`src/rtl/fads_pkg.sv`:
```
// Shared constants for the FADS sort-pulse scheduler: register map, bit positions,
// reset defaults and the pulse FSM state type.
package fads_pkg;

  localparam logic [19:0] RegCtrl     = 20'h00;
  localparam logic [19:0] RegDelay    = 20'h04;
  localparam logic [19:0] RegDuration = 20'h08;
  localparam logic [19:0] RegStatus   = 20'h0C;
  localparam logic [19:0] RegIssued   = 20'h10;
  localparam logic [19:0] RegDropped  = 20'h14;
  localparam logic [19:0] RegMerged   = 20'h18;

  localparam int unsigned CtrlEnBit     = 0;
  localparam int unsigned CtrlFlushBit  = 1;
  localparam int unsigned StatActiveBit = 16;
  localparam int unsigned StatFullBit   = 17;

  localparam logic [31:0] DelayRst    = 32'd31250;
  localparam logic [31:0] DurationRst = 32'd125000;

  typedef enum logic {StIdle, StActive} pulse_state_e;

  function automatic logic [31:0] sat_inc(input logic [31:0] v);
    return (v == '1) ? v : v + 32'd1;
  endfunction

endpackage

```
`src/rtl/red_pitaya_fads_deadline_fifo.sv`:
```
// Circular deadline queue (2^QSZ x TW) with wrap-bit pointers, synchronous flush and a
// combinational head word.
module red_pitaya_fads_deadline_fifo #(
  parameter int unsigned QSZ = 3,
  parameter int unsigned TW  = 32
) (
  input  logic          clk_i,
  input  logic          rst_i,
  input  logic          flush_i,
  input  logic          push_i,
  input  logic          pop_i,
  input  logic [TW-1:0] data_i,
  output logic [TW-1:0] head_o,
  output logic          empty_o,
  output logic          full_o,
  output logic [QSZ:0]  fill_o
);

  logic [TW-1:0] mem_q [2**QSZ];
  logic [QSZ:0]  wptr_q, wptr_d, rptr_q, rptr_d;
  logic          push_ok, pop_ok;

  assign empty_o = (wptr_q == rptr_q);
  assign full_o  = (wptr_q[QSZ] != rptr_q[QSZ]) && (wptr_q[QSZ-1:0] == rptr_q[QSZ-1:0]);
  assign fill_o  = wptr_q - rptr_q;
  assign head_o  = mem_q[rptr_q[QSZ-1:0]];

  // A pop frees the head slot in the same cycle, so a full queue may still accept a push.
  assign pop_ok  = pop_i && !empty_o;
  assign push_ok = push_i && (!full_o || pop_ok);

  always_comb begin
    wptr_d = wptr_q;
    rptr_d = rptr_q;
    if (flush_i) begin
      wptr_d = '0;
      rptr_d = '0;
    end else begin
      if (push_ok) wptr_d = wptr_q + 1'b1;
      if (pop_ok)  rptr_d = rptr_q + 1'b1;
    end
  end

  always_ff @(posedge clk_i or posedge rst_i) begin
    if (rst_i) begin
      wptr_q <= '0;
      rptr_q <= '0;
    end else begin
      wptr_q <= wptr_d;
      rptr_q <= rptr_d;
    end
  end

  always_ff @(posedge clk_i) begin
    if (push_ok && !flush_i) mem_q[wptr_q[QSZ-1:0]] <= data_i;
  end

endmodule

```
`src/rtl/red_pitaya_fads_sort_sched.sv`:
```
// FADS sort-pulse scheduler: timestamps sort requests, queues deadlines and emits sort pulses.
// Define FADS_SORT_MERGE_EN to extend an active pulse when the next deadline falls inside it.
module red_pitaya_fads_sort_sched import fads_pkg::*; #(
  parameter int unsigned QSZ = 3,
  parameter int unsigned TW  = 32
) (
  input  logic        adc_clk_i,
  input  logic        adc_rst_i,
  input  logic        sort_req_i,
  output logic        sort_trig_o,
  output logic        busy_o,
  input  logic [31:0] sys_addr,
  input  logic [31:0] sys_wdata,
  input  logic [3:0]  sys_sel,
  input  logic        sys_wen,
  input  logic        sys_ren,
  output logic [31:0] sys_rdata,
  output logic        sys_err,
  output logic        sys_ack
);

  localparam logic [TW-1:0] DelayMax = {1'b0, {(TW-1){1'b1}}};

  logic [TW-1:0] now_q, now_d, delay_q, delay_d, duration_q, duration_d, cnt_q, cnt_d;
  logic [31:0]   issued_q, issued_d, dropped_q, dropped_d, merged_q, merged_d;
  logic [31:0]   rdata_q, rdata_d;
  logic          en_q, en_d, trig_q, ack_q;
  pulse_state_e  state_q, state_d;

  logic [19:0]   addr;
  logic [TW-1:0] head, age, delay_clamp, delay_eff, dur_eff;
  logic [QSZ:0]  fill;
  logic          empty, full, due, push, pop, flush, clr_cnt, wr_ctrl;
  logic          inc_issued, inc_dropped, inc_merged;
  logic          unused_bus;

  assign unused_bus = ^{sys_sel, sys_addr[31:20]};
  assign addr       = sys_addr[19:0];

  assign wr_ctrl = sys_wen && (addr == RegCtrl);
  // Flush bit or an enable 1->0 transition both empty the queue and abort the pulse.
  assign flush   = wr_ctrl && (sys_wdata[CtrlFlushBit] || (en_q && !sys_wdata[CtrlEnBit]));
  assign clr_cnt = sys_wen && (addr == RegIssued || addr == RegDropped || addr == RegMerged);

  assign delay_clamp = (delay_q > DelayMax) ? DelayMax : delay_q;
  assign delay_eff   = (delay_clamp < TW'(2)) ? TW'(2) : delay_clamp;
  assign dur_eff     = (duration_q == '0) ? TW'(1) : duration_q;
  assign age         = now_q - head;
  assign due         = !empty && !age[TW-1];
  assign push        = sort_req_i && en_q && !flush;
  assign now_d       = now_q + 1'b1;

  red_pitaya_fads_deadline_fifo #(.QSZ(QSZ), .TW(TW)) u_fifo (
    .clk_i   (adc_clk_i),
    .rst_i   (adc_rst_i),
    .flush_i (flush),
    .push_i  (push),
    .pop_i   (pop),
    .data_i  (now_q + delay_eff),
    .head_o  (head),
    .empty_o (empty),
    .full_o  (full),
    .fill_o  (fill)
  );

  always_comb begin
    state_d     = state_q;
    cnt_d       = cnt_q;
    pop         = 1'b0;
    inc_issued  = 1'b0;
    inc_dropped = 1'b0;
    inc_merged  = 1'b0;
    if (flush) begin
      state_d = StIdle;
      cnt_d   = '0;
    end else begin
      unique case (state_q)
        StIdle: begin
          if (due) begin
            pop        = 1'b1;
            cnt_d      = dur_eff;
            inc_issued = 1'b1;
            state_d    = StActive;
          end
        end
        StActive: begin
          // A deadline landing on the last active cycle starts a fresh back-to-back pulse.
          if (cnt_q == TW'(1)) begin
            if (due) begin
              pop        = 1'b1;
              cnt_d      = dur_eff;
              inc_issued = 1'b1;
            end else begin
              state_d = StIdle;
            end
          end else begin
            cnt_d = cnt_q - 1'b1;
            if (due) begin
              pop = 1'b1;
`ifdef FADS_SORT_MERGE_EN
              cnt_d      = dur_eff;
              inc_merged = 1'b1;
`else
              inc_dropped = 1'b1;
`endif
            end
          end
        end
        default: state_d = StIdle;
      endcase
    end
    if (push && full && !pop) inc_dropped = 1'b1;
  end

  always_comb begin
    en_d       = wr_ctrl ? sys_wdata[CtrlEnBit] : en_q;
    delay_d    = (sys_wen && addr == RegDelay) ? TW'(sys_wdata) : delay_q;
    duration_d = (sys_wen && addr == RegDuration) ? TW'(sys_wdata) : duration_q;
    issued_d   = clr_cnt ? '0 : (inc_issued ? sat_inc(issued_q) : issued_q);
    dropped_d  = clr_cnt ? '0 : (inc_dropped ? sat_inc(dropped_q) : dropped_q);
    merged_d   = clr_cnt ? '0 : (inc_merged ? sat_inc(merged_q) : merged_q);
    rdata_d    = '0;
    if (sys_ren) begin
      case (addr)
        RegCtrl:     rdata_d[CtrlEnBit] = en_q;
        RegDelay:    rdata_d = 32'(delay_q);
        RegDuration: rdata_d = 32'(duration_q);
        RegStatus: begin
          rdata_d[QSZ:0]         = fill;
          rdata_d[StatActiveBit] = (state_q == StActive);
          rdata_d[StatFullBit]   = full;
        end
        RegIssued:   rdata_d = issued_q;
        RegDropped:  rdata_d = dropped_q;
        RegMerged:   rdata_d = merged_q;
        default:     rdata_d = '0;
      endcase
    end
  end

  always_ff @(posedge adc_clk_i or posedge adc_rst_i) begin
    if (adc_rst_i) begin
      now_q      <= '0;
      en_q       <= 1'b0;
      delay_q    <= TW'(DelayRst);
      duration_q <= TW'(DurationRst);
      issued_q   <= '0;
      dropped_q  <= '0;
      merged_q   <= '0;
      state_q    <= StIdle;
      cnt_q      <= '0;
      trig_q     <= 1'b0;
      ack_q      <= 1'b0;
      rdata_q    <= '0;
    end else begin
      now_q      <= now_d;
      en_q       <= en_d;
      delay_q    <= delay_d;
      duration_q <= duration_d;
      issued_q   <= issued_d;
      dropped_q  <= dropped_d;
      merged_q   <= merged_d;
      state_q    <= state_d;
      cnt_q      <= cnt_d;
      trig_q     <= (state_d == StActive);
      ack_q      <= sys_wen | sys_ren;
      rdata_q    <= rdata_d;
    end
  end

  assign sort_trig_o = trig_q;
  assign busy_o      = !empty || (state_q == StActive);
  assign sys_rdata   = rdata_q;
  assign sys_ack     = ack_q;
  assign sys_err     = 1'b0;

endmodule
```
`config.mk`:
```
export PLATFORM = sky130hd
export DESIGN_NAME = red_pitaya_fads_sort_sched
export DESIGN_NICKNAME = d
export VERILOG_FILES = /design/src/rtl/fads_pkg.sv /design/src/rtl/red_pitaya_fads_deadline_fifo.sv /design/src/rtl/red_pitaya_fads_sort_sched.sv
export SDC_FILE = /design/constraint.sdc
export NUM_CORES = 1
export LEC_CHECK = 0
export ABC_CLOCK_PERIOD_IN_PS = 9300
export CAP_MARGIN = 25
export CORE_ASPECT_RATIO = 1.5
export CORE_MARGIN = 10
export CORE_UTILIZATION = 25
export CTS_CLUSTER_DIAMETER = 150
export DETAILED_ROUTE_END_ITERATION = 7
export HOLD_SLACK_MARGIN = 0.1
export PLACE_DENSITY = 0.39
export SETUP_SLACK_MARGIN = 0.02
export SLEW_MARGIN = 20
export SYNTH_ARGS = -nofsm -noshare
export SYNTH_HDL_FRONTEND = slang
export SYNTH_SLANG_ARGS = --single-unit
```
`constraint.sdc`:
```
create_clock -name adc_clk_i -period 9.3 [get_ports adc_clk_i]
set_clock_uncertainty 0.05 [all_clocks]
set_input_delay 1.395 -clock adc_clk_i [delete_from_list [all_inputs] [get_ports adc_clk_i]]
set_output_delay 1.395 -clock adc_clk_i [all_outputs]
set_load 0.05 [all_outputs]
```
---- Word level (Yosys, flattened, before mapping) ----
Memories as Yosys holds them, arrays and structs flattened.
Index checks and enable logic that the tools add are counted.
word-level totals
  register bits after elaboration ......... 235
  latch bits .............................. 0
  memory bits (writable) .................. 256
  memory bits (read-only) ................. 0
  logic and storage cells ................. 111
  memories kept ........................... 1
memories
  memory        words  width  rd ports  clocked after Yosys merged registers in  wr ports  RTL line                             text
  u_fifo.mem_q  8      32     1         0                                        1         red_pitaya_fads_deadline_fifo.sv:19  logic [TW-1:0] mem_q [2**QSZ];
cells by class
  add/sub/neg operators ................... 9
  multipliers ............................. 0
  div/mod/pow operators ................... 0
  $lt $le $gt $ge ......................... 2
  equality and inequality tests ........... 14
  shifts and indexed selects .............. 0
  muxes and demuxes ....................... 37
  bitwise gates (word level) .............. 2
  reduce and logical (&&, ||, !) cells .... 34
operators by type and width
  cell                                                  number
  two-way mux 32 bit                                    13
  adder 32 x 1 -> 32 bit, second input constant         3
  equality test 32 bit, second input constant           2
  case mux 32 bit (2 select lines)                      1
  equality test 20 x 5 -> 1 bit, second input constant  3
  case mux 14 bit (4 select lines)                      1
  case mux 12 bit (4 select lines)                      1
  equality test 20 x 4 -> 1 bit, second input constant  2
  adder 32 bit                                          1
  equality test 32 x 1 -> 1 bit, second input constant  1
  > comparator 32 x 31 -> 1 bit, second input constant  1
  zero test 32 bit                                      1
  < comparator 32 x 2 -> 1 bit, second input constant   1
  subtractor 32 x 1 -> 32 bit, second input constant    1
  subtractor 32 bit                                     1
  equality test 20 x 3 -> 1 bit, second input constant  1
  zero test 20 bit                                      1
  two-way mux 4 bit                                     4
  logical AND 1 bit                                     15
  case mux 3 bit (5 select lines)                       1
  two-way mux 1 bit                                     12
  case mux 2 bit (5 select lines)                       1
  adder 4 x 1 -> 4 bit, second input constant           2
  nonzero test 2 bit                                    4
  other kinds (12)                                      24

---- Logic depth before layout (Yosys ltp) ----
Gate-level depths: netlist of run 1.
An unclocked memory read counts as a cell.
  depth in word-level cells ............... 12
  mapped depth ............................ 15
  gate-level depth less buffers ........... 14

---- Cells and area by module ----
A second synthesis of run 1 with hierarchy kept.
unflattened totals
  cell total of the unflattened synthesis .. 1979
  area, all modules ....................... 23889.2 um^2
modules (own cells, without submodules)
  module                         times used  cells an instance  area each (um^2)  seq. area each (um^2)
  red_pitaya_fads_sort_sched     1           1468               13636.8           5698.0
  red_pitaya_fads_deadline_fifo  1           511                10252.3           7887.6

---- Worst setup path before layout of run 1 ----
No wires, ideal clock.
  kind .................................... reg2reg
  from .................................... register u_fifo.rptr_q[0]
  to ...................................... memory u_fifo.mem_q[1][0], enable pin
  arrival time ............................ 6.134 ns
  required time ........................... 8.789 ns
  path slack .............................. 2.655 ns
  cell stages (with the launch flop) ...... 15
  buffers on the path ..................... 3
  clock period less this slack ............ 6.645 ns
  cell sequence ........................... dfrtp_1 buf_2 buf_1 mux4_2 mux2i_1 ha_1 a21oi_1 o21ai_0 a221oi_1 o311ai_2 mux2_2 nand3_1 clkbuf_1 a2111o_1 nor3_1
between the ends
  cells in the longest elaborated chain, start to end .. 12
ends and longest elaborated chain
  what                                         RTL line                                                                                              text
  from (decl)                                  red_pitaya_fads_deadline_fifo.sv:20                                                                   logic [QSZ:0] wptr_q, wptr_d, rptr_q, rptr_d;
  from (signal assigned)                       red_pitaya_fads_deadline_fifo.sv:50                                                                   rptr_q <= rptr_d;
  memory read (8 x 32 bit)                     --
  subtractor 32 bit                            red_pitaya_fads_sort_sched.sv:48                                                                      assign age = now_q - head;
  zero test 1 bit                              red_pitaya_fads_sort_sched.sv:49                                                                      assign due = !empty && !age[TW-1];
  logical AND 1 bit                            red_pitaya_fads_sort_sched.sv:49
  two-way mux 1 bit                            red_pitaya_fads_sort_sched.sv:79, red_pitaya_fads_sort_sched.sv:89, red_pitaya_fads_sort_sched.sv:98
  two-way mux 1 bit                            red_pitaya_fads_sort_sched.sv:73                                                                      if (flush) begin
  logical AND 1 bit                            red_pitaya_fads_deadline_fifo.sv:29                                                                   assign pop_ok = pop_i && !empty_o;
  logical OR 1 bit (*)                         red_pitaya_fads_deadline_fifo.sv:30                                                                   assign push_ok = push_i && (!full_o || pop_ok);
  logical AND 1 bit (*)                        red_pitaya_fads_deadline_fifo.sv:30
  logical AND 1 bit (*)                        red_pitaya_fads_deadline_fifo.sv:55                                                                   if (push_ok && !flush_i) mem_q[wptr_q[QSZ-1:0]] <= data_i;
  two-way mux 1 bit (*)                        red_pitaya_fads_deadline_fifo.sv:55
  two-way mux 1 bit (implied by the code) (*)  red_pitaya_fads_deadline_fifo.sv:55
  to (decl)                                    red_pitaya_fads_deadline_fifo.sv:19
Every way passes the cells marked *; elsewhere a longest branch is shown, timed or not.

---- Final worst setup path of run 1 ----
  from .................................... register u_fifo.rptr_q[1]
  to ...................................... memory u_fifo.mem_q[2][29], enable pin
Same word-level chain as after synthesis.

==> out/metrics.cfg, run 1 <==
[run_status]
status = complete, no violations

[layout]
finalInstanceArea_mm2 = 0.02864
final_common_cell = edfxtp_1
diodes = 0
fin_nets = 2169
drive_gt1_share_pct = 16.71
final_cell_mix = edfxtp_1 (256), dfrtp_1 (219), nand2_1 (153)
synthToLayoutAreaGrowth_pct = 18.41
stdcell_count = 3334
fin_util_pct = 29.88

[critical_path]
r2r_cells = 13
worstPathCellList = buf_4, mux4_2, mux2i_1, ha_1, a21oi_1, o21ai_0, a221oi_1, o21ai_0, a2bb2oi_1, nand3_1, a2111o_1, nor2_4, buf_4
rrSetupSlack_ns = 2.47
worst_ep_required_time_ns = 9.55
endpoint = u_fifo.mem_q[2][29]
end_kind = flop
cp.depth = 13
crit_path_top_delay_cell = dfrtp_2
slowest_delay_ns = 0.94
worst_ep_arrival_time_ns = 7.08
startpoint = u_fifo.rptr_q[1]
startpoint_type = flop
crit_family = compound AO/OA/AOI/OAI gates
critical_path_buf_inv_count = 2
crit_fanout = 31
reg2reg_to = u_fifo.mem_q[2][29]
r2r_start = u_fifo.rptr_q[1]
path_class = flop to flop

[sta]
setup-tns-final_ns = 0
rsz0062_at_grt = no
finalMaxSlewViolations = 0
setup_viol = 0
max_freq_mhz = 146.3
maxSlewHeadroom_pct = 26.19
final_hold_viol_count = 0
worstMarginPinSlew_ns = 1.097
finalCritPeriodShare_pct = 73.48
post-route-min-period_ns = 6.833

[run]
maxCapViolations = 0

[power_and_ir_drop]
netSwitchingPower_uw = 1379
switching_share_pct = 26.30
pwr-share-comb_pct = 10.6
pwr-share-clk_pct = 43.5
p_per_area_mw_per_mm2 = 183.0
p_leak_uw = 0.01152
p_seq_share_pct = 45.9
peakVddDrop_v = 0.0001209
internal-power_uw = 3863

[synthesis]
yosys.area_share.simple_pct = 12.62
ys_seq_elements = 491
synth_edf_count = 256
synth_top_family_by_area = simple AND/OR/NAND/NOR gates
async_reset_ff_share_pct = 47.86
ys_seq_area_share_pct = 56.18
syn_inst = 1933
syn_area_mm2 = 0.02418
yosys_warnings = 0
synth_fp_nets = 2079
synth-compound-area-share_pct = 11.34
yosysUniqueCellTypes = 80
synth_mux_area_share_pct = 11.61
synthXorXnorAreaFrac_pct = 2.354
synthAdderAreaFrac_pct = 3.839
avgSynthCellArea_um2 = 12.51
synth_flop_cell = edfxtp_1

[floorplanning]
rows = 139
start_util_pct = 25.24
io_pins = 109
die_w_um = 273.9
dieArea_mm2 = 0.1098
die_h_um = 400.9
core_area_mm2 = 0.09583

[placed_design]
gp_congestion = 0.8395
placed_area_mm2 = 0.02679
dpl.hpwl_mm = 56.51
placed_cells = 3239
numPortBuffers = 91

[route]
drtPass1Iterations = 5
wl_per_cell_um = 24.20
drc_errors = 0
vias = 17020
ant_nets = 0
drt_iter0_drc = 1454
wirelength_mm = 80.69
viasPerCell = 5.106

[clock_network]
numCtsBuffers = 50
clock_path_buffers = 3
cts-resized-gates = 0
cts_hold_buf = 0
insertion_delay_ns = 0.62
cts_setup_buffers = 0
clk_pin_slew_ns = 0.07
cts_max_level = 2
cts_tree = yes
root_buffer = clkbuf_16
cts_sinks = 491

[min_path]
hold_path_class = flop to flop

[grt]
antenna_found_initial = 2
grt_pass1_vias = 17700
gr-total-overflow = 0
grt_max_degree = 128
grt_pass1_wl_mm = 120.0
track_usage_pct = 14.46

sequential cells by signal, indices dropped and copies added, names as in the netlist, 32 cells and up:
name,flops
dropped_q,32
now_q,32
u_fifo.mem_q,256
delay_q,32
cnt_q,32
duration_q,32
sys_rdata,32
issued_q,32
synthesized netlist by cell type, drive strengths merged (20+ instances only):
library cell	count	area, µm²
clkbuf	83	311.6
mux2	65	732.0
inv	20	75.07
nor4	27	168.9
a222oi	28	280.3
nand3	78	390.4
edfxtp	256	7687
mux2i	63	634.4
mux4	64	1441
o21ai	68	340.3
or2	37	231.5
nand2	153	574.3
buf	22	107.6
and3	33	206.5
nor3	36	180.2
nor2	67	251.5
or3	22	137.6
xnor2	48	420.4
a21oi	120	600.6
nand2b	47	294.0
nand4	46	287.8
ha	71	888.4
dfrtp	221	5530
a31oi	23	143.9
a2111o	22	247.7
layer usage:
layer / global-route usage [%] / share of wire [%] / vias to the layer above
li1: - / - / 7705
met1: 16.71 / 40 / 8689
met2: 26.60 / 53 / 497
met3: 1.783 / 3.7 / 128
met4: 5.455 / 3.6 / 4
met5: 0 / 0.032 / -
power by group through the flow:
stage | combinational (µW) | clock, µW | sequential [µW]
6_report | 558 | 2280 | 2400
5_1_grt | 597 | 2420 | 2420
4_1_cts | 571 | 2340 | 2410
3_5_place_dp | 570 | 0 | 2460
3_3_place_gp | 564 | 0 | 2460
2_1_floorplan | 424 | 0 | 2360
worst min path at each step:
| stage | end | cells after the start | slack (ns) | start |
|---|---|---|---|---|
| final | u_fifo.wptr_q[3] | 1 | 0.49 | u_fifo.wptr_q[3] |
| after global routing | u_fifo.wptr_q[3] | 1 | 0.52 | u_fifo.wptr_q[3] |
| after CTS | u_fifo.wptr_q[3] | 1 | 0.50 | u_fifo.wptr_q[3] |
| after detailed placement | u_fifo.wptr_q[3] | 1 | 0.49 | u_fifo.wptr_q[3] |
| after global placement | u_fifo.wptr_q[3] | 1 | 0.47 | u_fifo.wptr_q[3] |
| after floorplan | delay_q[0] | 2 | 0.42 | delay_q[0] |
kinds of logic after synthesis:
family,after synthesis
AOI/OAI and AO/OA,398
xor gates and xnor gates,65
adders and majority gates,73
buffers and inverters,125
DFF,491
muxes,192
other,1
and+or+nand+nor,588
through the flow:
step	hold slack, ns	setup WS [ns]	total power (µW)
final	0.4930	2.467	5242
after global routing	0.5230	2.017	5434
after CTS	0.4957	2.247	5329
after detailed placement	0.4852	2.201	3027
after global placement	0.4684	2.171	3020
after floorplan	0.4166	1.432	2781
area by class of cell:
cell class	instances	area, µm²
fill	9618	67190
sequential	491	13590
multi-input combinational	1317	10220
tap	1269	1588
clock buffer	62	1389
timing repair buffer	143	1319
clock inverter	32	449.2
inverter	20	82.58
No activity file was read; power rests on OpenSTA's default activity.
==> run 2, diff against run 1 <==
--- a/config.mk
+++ b/config.mk
@@ -5,7 +5,7 @@
 export SDC_FILE = /design/constraint.sdc
 export NUM_CORES = 1
 export LEC_CHECK = 0
-export ABC_CLOCK_PERIOD_IN_PS = 9300
+export ABC_CLOCK_PERIOD_IN_PS = 6850
 export CAP_MARGIN = 25
 export CORE_ASPECT_RATIO = 1.5
 export CORE_MARGIN = 10
==> constraint.sdc (replaced) <==
create_clock -name adc_clk_i -period 6.85 [get_ports adc_clk_i]
set_clock_uncertainty 0.05 [all_clocks]
set_input_delay 1.0275 -clock adc_clk_i [delete_from_list [all_inputs] [get_ports adc_clk_i]]
set_output_delay 1.0275 -clock adc_clk_i [all_outputs]
set_load 0.05 [all_outputs]
==> run 2 against run 1 <==
Net effect:
- die area unchanged
- global-route usage rose by 0.10 points
- worst hold slack got worse by 0.011 ns
- setup slack lost 1.1 ns
- combinational power increased by 21%
- fmax is 24% higher
- clock-buffer cell count is 5 lower
- highest routed layer unchanged
==> out/metrics.cfg, run 2 (same netlist as run 1, synthesis figures left out) <==
[run_status]
status = complete, no violations

[critical_path]
worst_ep_arrival_time_ns = 5.74  ; -1.34 ns
crit_fanout = 31  ; unchanged
startpoint_type = flop
worst_ep_required_time_ns = 7.10  ; -2.45 ns
path_class = flop to flop
r2r_start = u_fifo.rptr_q[0]
end_kind = flop
rrSetupSlack_ns = 1.36  ; -1.11 ns
startpoint = u_fifo.rptr_q[0]
r2r_cells = 15  ; +2
reg2reg_to = u_fifo.mem_q[0][26]

[grt]
grt_pass1_vias = 17740  ; +0.20%
gr-total-overflow = 0  ; unchanged
grt_pass1_wl_mm = 119.8  ; -0.15%
antenna_found_initial = 1  ; -1
track_usage_pct = 14.56  ; +0.10 points
grt_max_degree = 157  ; +23%

[placed_design]
pre_cts_ws_ns = 1.182  ; -1.019 ns
placed_area_mm2 = 0.02693  ; +0.49%
dpl.hpwl_mm = 56.82  ; +0.56%
gp_congestion = 0.8161  ; -2.8%
numPortBuffers = 91  ; unchanged

[route]
wirelength_mm = 81.28  ; +0.73%
drt_iter0_drc = 1262  ; -13%
drtPass1Iterations = 6  ; +1
wl_per_cell_um = 24.36  ; +0.64%
viasPerCell = 5.064  ; -0.82%
vias = 16900  ; -0.73%
drc_errors = 0  ; unchanged
ant_nets = 0  ; unchanged

[power_and_ir_drop]
netSwitchingPower_uw = 1738  ; +26%
switching_share_pct = 25.27  ; -1.0 points
peakVddDrop_v = 0.0001953  ; +62%
p_leak_uw = 0.01151  ; about the same
p_per_area_mw_per_mm2 = 239.6  ; +31%
internal-power_uw = 5138  ; +33%
power_uw = 6876  ; +31%
pwr-share-clk_pct = 43.5  ; about the same
p_seq_share_pct = 46.7  ; +0.8 points
pwr-share-comb_pct = 9.8  ; -0.8 points

[clock_network]
cts_hold_buf = 0  ; unchanged
clk_pin_slew_ns = 0.06  ; about the same
cts_setup_buffers = 0  ; unchanged
numCtsBuffers = 50  ; unchanged
cts-resized-gates = 0  ; unchanged
cts_max_level = 2  ; unchanged
cts_tree = yes
insertion_delay_ns = 0.62  ; about the same
root_buffer = clkbuf_16
clock_path_buffers = 3  ; unchanged
cts_sinks = 491  ; unchanged

[layout]
synthToLayoutAreaGrowth_pct = 18.67
diodes = 0  ; unchanged
drive_gt1_share_pct = 16.92  ; +0.22 points
finalInstanceArea_mm2 = 0.02870  ; +0.21%
final_cell_mix = edfxtp_1 (256), dfrtp_1 (219), nand2_1 (152)
final_common_cell = edfxtp_1
n_fill_cell = 9608  ; -0.10%
fin_nets = 2172  ; +0.14%
largest_reg_flops = 256  ; unchanged

[floorplanning]
start_util_pct = 25.24  ; unchanged
dieArea_mm2 = 0.1098  ; unchanged
die_w_um = 273.9  ; unchanged
rows = 139  ; unchanged
io_pins = 109  ; unchanged
die_h_um = 400.9  ; unchanged
core_area_mm2 = 0.09583  ; unchanged

[sta]
finalMaxSlewViolations = 0  ; unchanged
post-route-min-period_ns = 5.494  ; -1.339 ns
worst_slack_ns = 1.356  ; -1.111 ns
setup-tns-final_ns = 0  ; unchanged
fin_hold_ws_ns = 0.4817  ; -0.01132 ns
maxSlewHeadroom_pct = 28.60  ; +2.4 points
rsz0062_at_grt = no
final_hold_viol_count = 0  ; unchanged
worstMarginPinSlew_ns = 1.071  ; -0.02632 ns
finalCritPeriodShare_pct = 80.21  ; +6.7 points
max_freq_mhz = 182.0  ; +24%
setup_viol = 0  ; unchanged

[min_path]
min_delay_worst_endpoint = now_q[31]
hold_path_class = flop to flop
hp-start = now_q[31]
hold-path-cell-count = 1  ; unchanged

[run]
maxCapViolations = 0  ; unchanged

[run 2: power groups by stage]
| stage | Clock [µW] | Combinational [µW] | Sequential [µW] |
|---|---|---|---|
| after CTS | 3080 | 702 | 3220 |
| after global routing | 3180 | 730 | 3220 |
| final | 2990 | 674 | 3210 |
| after global placement | 0 | 701 | 3280 |
| after detailed placement | 0 | 702 | 3280 |
| after floorplan | 0 | 482 | 3200 |
[run 2: how the worst max path moves through the flow]
stage                          end  slack (ns)  cells past startpoint
3_5_place_dp   u_fifo.mem_q[0][30]        1.18                     15
2_1_floorplan   u_fifo.mem_q[1][0]        0.21                     14
6_report       u_fifo.mem_q[0][26]        1.36                     15
5_1_grt        u_fifo.mem_q[0][26]        0.99                     14
4_1_cts        u_fifo.mem_q[0][26]        1.14                     15
3_3_place_gp   u_fifo.mem_q[0][30]        1.24                     15
[run 2: metrics by stage]
stage | std cells | utilization (%)
after floorplan | 1933 | -
after global placement | 3242 | 28.08
after detailed placement | 3243 | 28.10
after CTS | 3337 | 29.94
after global routing | 3337 | 29.95
final | 3337 | 29.95
[run 2: final cells by class]
type,instances,area (µm²),area share (%)
sequential,491,13590,47.36
clock inverter,37,457.9,1.596
tap,1269,1588,5.533
inverter,20,78.83,0.2747
clock buffer,57,1309,4.561
multi-input combinational,1317,10220,35.63
timing repair buffer,146,1449,5.049
[run 2: critical path: stages, from the launching register on]
cell and delay (ns):
dfrtp_4 0.80, buf_4 0.36, mux4_2 0.54, mux2i_1 0.23, ha_1 0.20, nand4_1 0.16
nor3_1 0.36, o21ai_0 0.18, o311ai_2 0.25, buf_4 0.21, mux2_2 0.19, nand3_1 0.18
buf_4 0.28, a2111o_1 0.55, nor3_2 0.28, buf_12 0.30
[run 2: per-layer routing]
metal | global-route usage, % | part of all wire [%] | vias to the layer above
met1 | 16.67 | 39 | 8662
met2 | 26.84 | 53 | 420
met4 | 5.629 | 3.6 | 2
met3 | 1.891 | 3.8 | 111
li1 | - | - | 7704
met5 | 0 | 0.016 | -
==> run 3, diff against run 2 <==
--- a/config.mk
+++ b/config.mk
@@ -5,7 +5,7 @@
 export SDC_FILE = /design/constraint.sdc
 export NUM_CORES = 1
 export LEC_CHECK = 0
-export ABC_CLOCK_PERIOD_IN_PS = 6850
+export ABC_CLOCK_PERIOD_IN_PS = 5200
 export CAP_MARGIN = 25
 export CORE_ASPECT_RATIO = 1.5
 export CORE_MARGIN = 10
==> constraint.sdc (replaced) <==
create_clock -name adc_clk_i -period 5.2 [get_ports adc_clk_i]
set_clock_uncertainty 0.05 [all_clocks]
set_input_delay 0.78 -clock adc_clk_i [delete_from_list [all_inputs] [get_ports adc_clk_i]]
set_output_delay 0.78 -clock adc_clk_i [all_outputs]
set_load 0.05 [all_outputs]
==> run 3 against run 2 <==
Net effect:
- fmax grew 13%
- first-iteration DRC count grew 24%
- clock-buffer cell count is the same
- combinational power increased by 60%
- total power increased by 32%
- via count rose by 1.4%
- sequential cell count is the same
- sequential share of layout area shrank 0.83 points
- register-to-register slack got worse by 1.0 ns
- critical path depth decreased by 1
- critical endpoint is now u_fifo.mem_q[0][29]
==> out/metrics.cfg, run 3 (same netlist as run 1, synthesis figures left out) <==
[run_status]
status = complete, no violations

[layout]
final_common_cell = edfxtp_1
stdcell_count = 3385  ; +1.4%
drive_gt1_share_pct = 18.57  ; +1.6 points
final_cell_mix = edfxtp_1 (256), dfrtp_1 (219), nand2_1 (153)
diodes = 0  ; unchanged
finalInstanceArea_mm2 = 0.02921  ; +1.8%
synthToLayoutAreaGrowth_pct = 20.78
fin_nets = 2223  ; +2.3%
n_fill_cell = 9625  ; +0.18%
largest_reg_flops = 256  ; unchanged

[route]
drtPass1Iterations = 6  ; unchanged
ant_nets = 0  ; unchanged
viasPerCell = 5.064  ; about the same
drt_iter0_drc = 1565  ; +24%
vias = 17140  ; +1.4%
wirelength_mm = 81.73  ; +0.56%
drc_errors = 0  ; unchanged
wl_per_cell_um = 24.15  ; -0.87%

[sta]
setup-tns-final_ns = 0  ; unchanged
finalCritPeriodShare_pct = 93.59  ; +13 points
maxSlewHeadroom_pct = 36.97  ; +8.4 points
worstMarginPinSlew_ns = 0.9455  ; -0.1255 ns
post-route-min-period_ns = 4.867  ; -0.6277 ns
finalMaxSlewViolations = 0  ; unchanged
max_freq_mhz = 205.5  ; +13%
final_hold_viol_count = 0  ; unchanged
fin_hold_ws_ns = 0.4830  ; +0.001311 ns
rsz0062_at_grt = no
setup_viol = 0  ; unchanged

[clock_network]
numCtsBuffers = 49  ; -2.0%
insertion_delay_ns = 0.62  ; about the same
root_buffer = clkbuf_16
clock_path_buffers = 3  ; unchanged
cts_max_level = 2  ; unchanged
clk_pin_slew_ns = 0.07  ; about the same
cts_hold_buf = 0  ; unchanged
cts_sinks = 491  ; unchanged
cts_tree = yes

[critical_path]
worst_ep_arrival_time_ns = 5.11  ; -0.63 ns
crit_path_top_delay_cell = a2111o_1
cpMostUsedCell = buf_4
crit_fanout = 32  ; +3.2%
slowest_delay_ns = 0.59  ; -0.21 ns
worstPathCellList = buf_4, buf_4, mux4_2, mux2i_1, ha_1, and4_1, a221oi_1, buf_4, o21ai_0, a2bb2oi_1, nand3_1, a2111o_1, nor3_4, buf_12
worst_ep_required_time_ns = 5.44  ; -1.66 ns
crit_family = compound AO/OA/AOI/OAI gates
critical_path_buf_inv_count = 4  ; unchanged
end_kind = flop
path_class = flop to flop
startpoint_type = flop

[placed_design]
numPortBuffers = 91  ; unchanged
gp_congestion = 0.8379  ; +2.7%
placed_area_mm2 = 0.02745  ; +1.9%
placed_cells = 3289  ; +1.4%
dpl.hpwl_mm = 58.79  ; +3.5%

[power_and_ir_drop]
peakVddDrop_v = 0.0002261  ; +16%
p_per_area_mw_per_mm2 = 311.0  ; +30%
p_leak_uw = 0.01177  ; +2.2%

[floorplanning]
io_pins = 109  ; unchanged
rows = 139  ; unchanged
start_util_pct = 25.24  ; unchanged
die_h_um = 400.9  ; unchanged
core_area_mm2 = 0.09583  ; unchanged
die_w_um = 273.9  ; unchanged
dieArea_mm2 = 0.1098  ; unchanged

[grt]
antenna_found_initial = 0  ; -1
gr-total-overflow = 0  ; unchanged
track_usage_pct = 14.71  ; +0.15 points
grt_pass1_vias = 18120  ; +2.1%
grt_max_degree = 135  ; -14%
grt_pass1_wl_mm = 121.9  ; +1.7%

[run]
maxCapViolations = 0  ; unchanged

[min_path]
hold_path_class = flop to flop

run 3: final timing paths:
| kind | startpoint | end | slack (ns) | cells past startpoint |
|---|---|---|---|---|
| hold / removal | u_fifo.wptr_q[3] | u_fifo.wptr_q[3] | 0.48 | 1 |
| setup / recovery | u_fifo.rptr_q[0] | u_fifo.mem_q[0][29] | 0.33 | 14 |
| max in group asynchronous | adc_rst_i | sys_rdata[22] | 3.68 | 3 |
| min in group asynchronous | adc_rst_i | duration_q[8] | 0.60 | 3 |
| hold reg to reg | u_fifo.wptr_q[3] | u_fifo.wptr_q[3] | 0.48 | 1 |
| setup reg to reg | u_fifo.rptr_q[0] | u_fifo.mem_q[0][29] | 0.33 | 14 |
run 3: timing repair:
action / CTS / global route
hold endpoints to repair: 0 / 0
setup buffers: 0 / 6
gates resized for setup: 1 / 2
setup endpoints to repair: 79 / 218
run 3: final cells by class:
type	instances	area, µm²	area share [%]
clock inverter	33	410.4	1.405
clock buffer	57	1287	4.408
sequential	491	13590	46.53
timing repair buffer	198	2018	6.910
multi-input combinational	1317	10230	35.04
inverter	20	78.83	0.2699
tap	1269	1588	5.436
run 3: routing by layer:
layer	vias up	share of wire (%)	track usage, %
li1	7821	-	-
met2	434	53	27.26
met1	8761	39	16.47
met3	124	3.9	2.034
met4	0	4.1	6.101
met5	-	0	0
run 3: report_power, final:
| group | internal [µW] | switching, µW | total, µW |
|---|---|---|---|
| combinational | 515 | 561 | 1080 |
| sequential | 4100 | 89.0 | 4190 |
| clock | 2150 | 1670 | 3820 |
run 3: through the flow:
stage               setup WS, ns  util, %  total power, µW
finish                    0.3334    30.48             9083
global route             0.06092    30.48             9436
CTS                      0.02999    30.43             9213
detailed placement      -0.02925    28.65             5338
global placement       -0.006321    28.64             5329
floorplan                -0.3549        -             4850
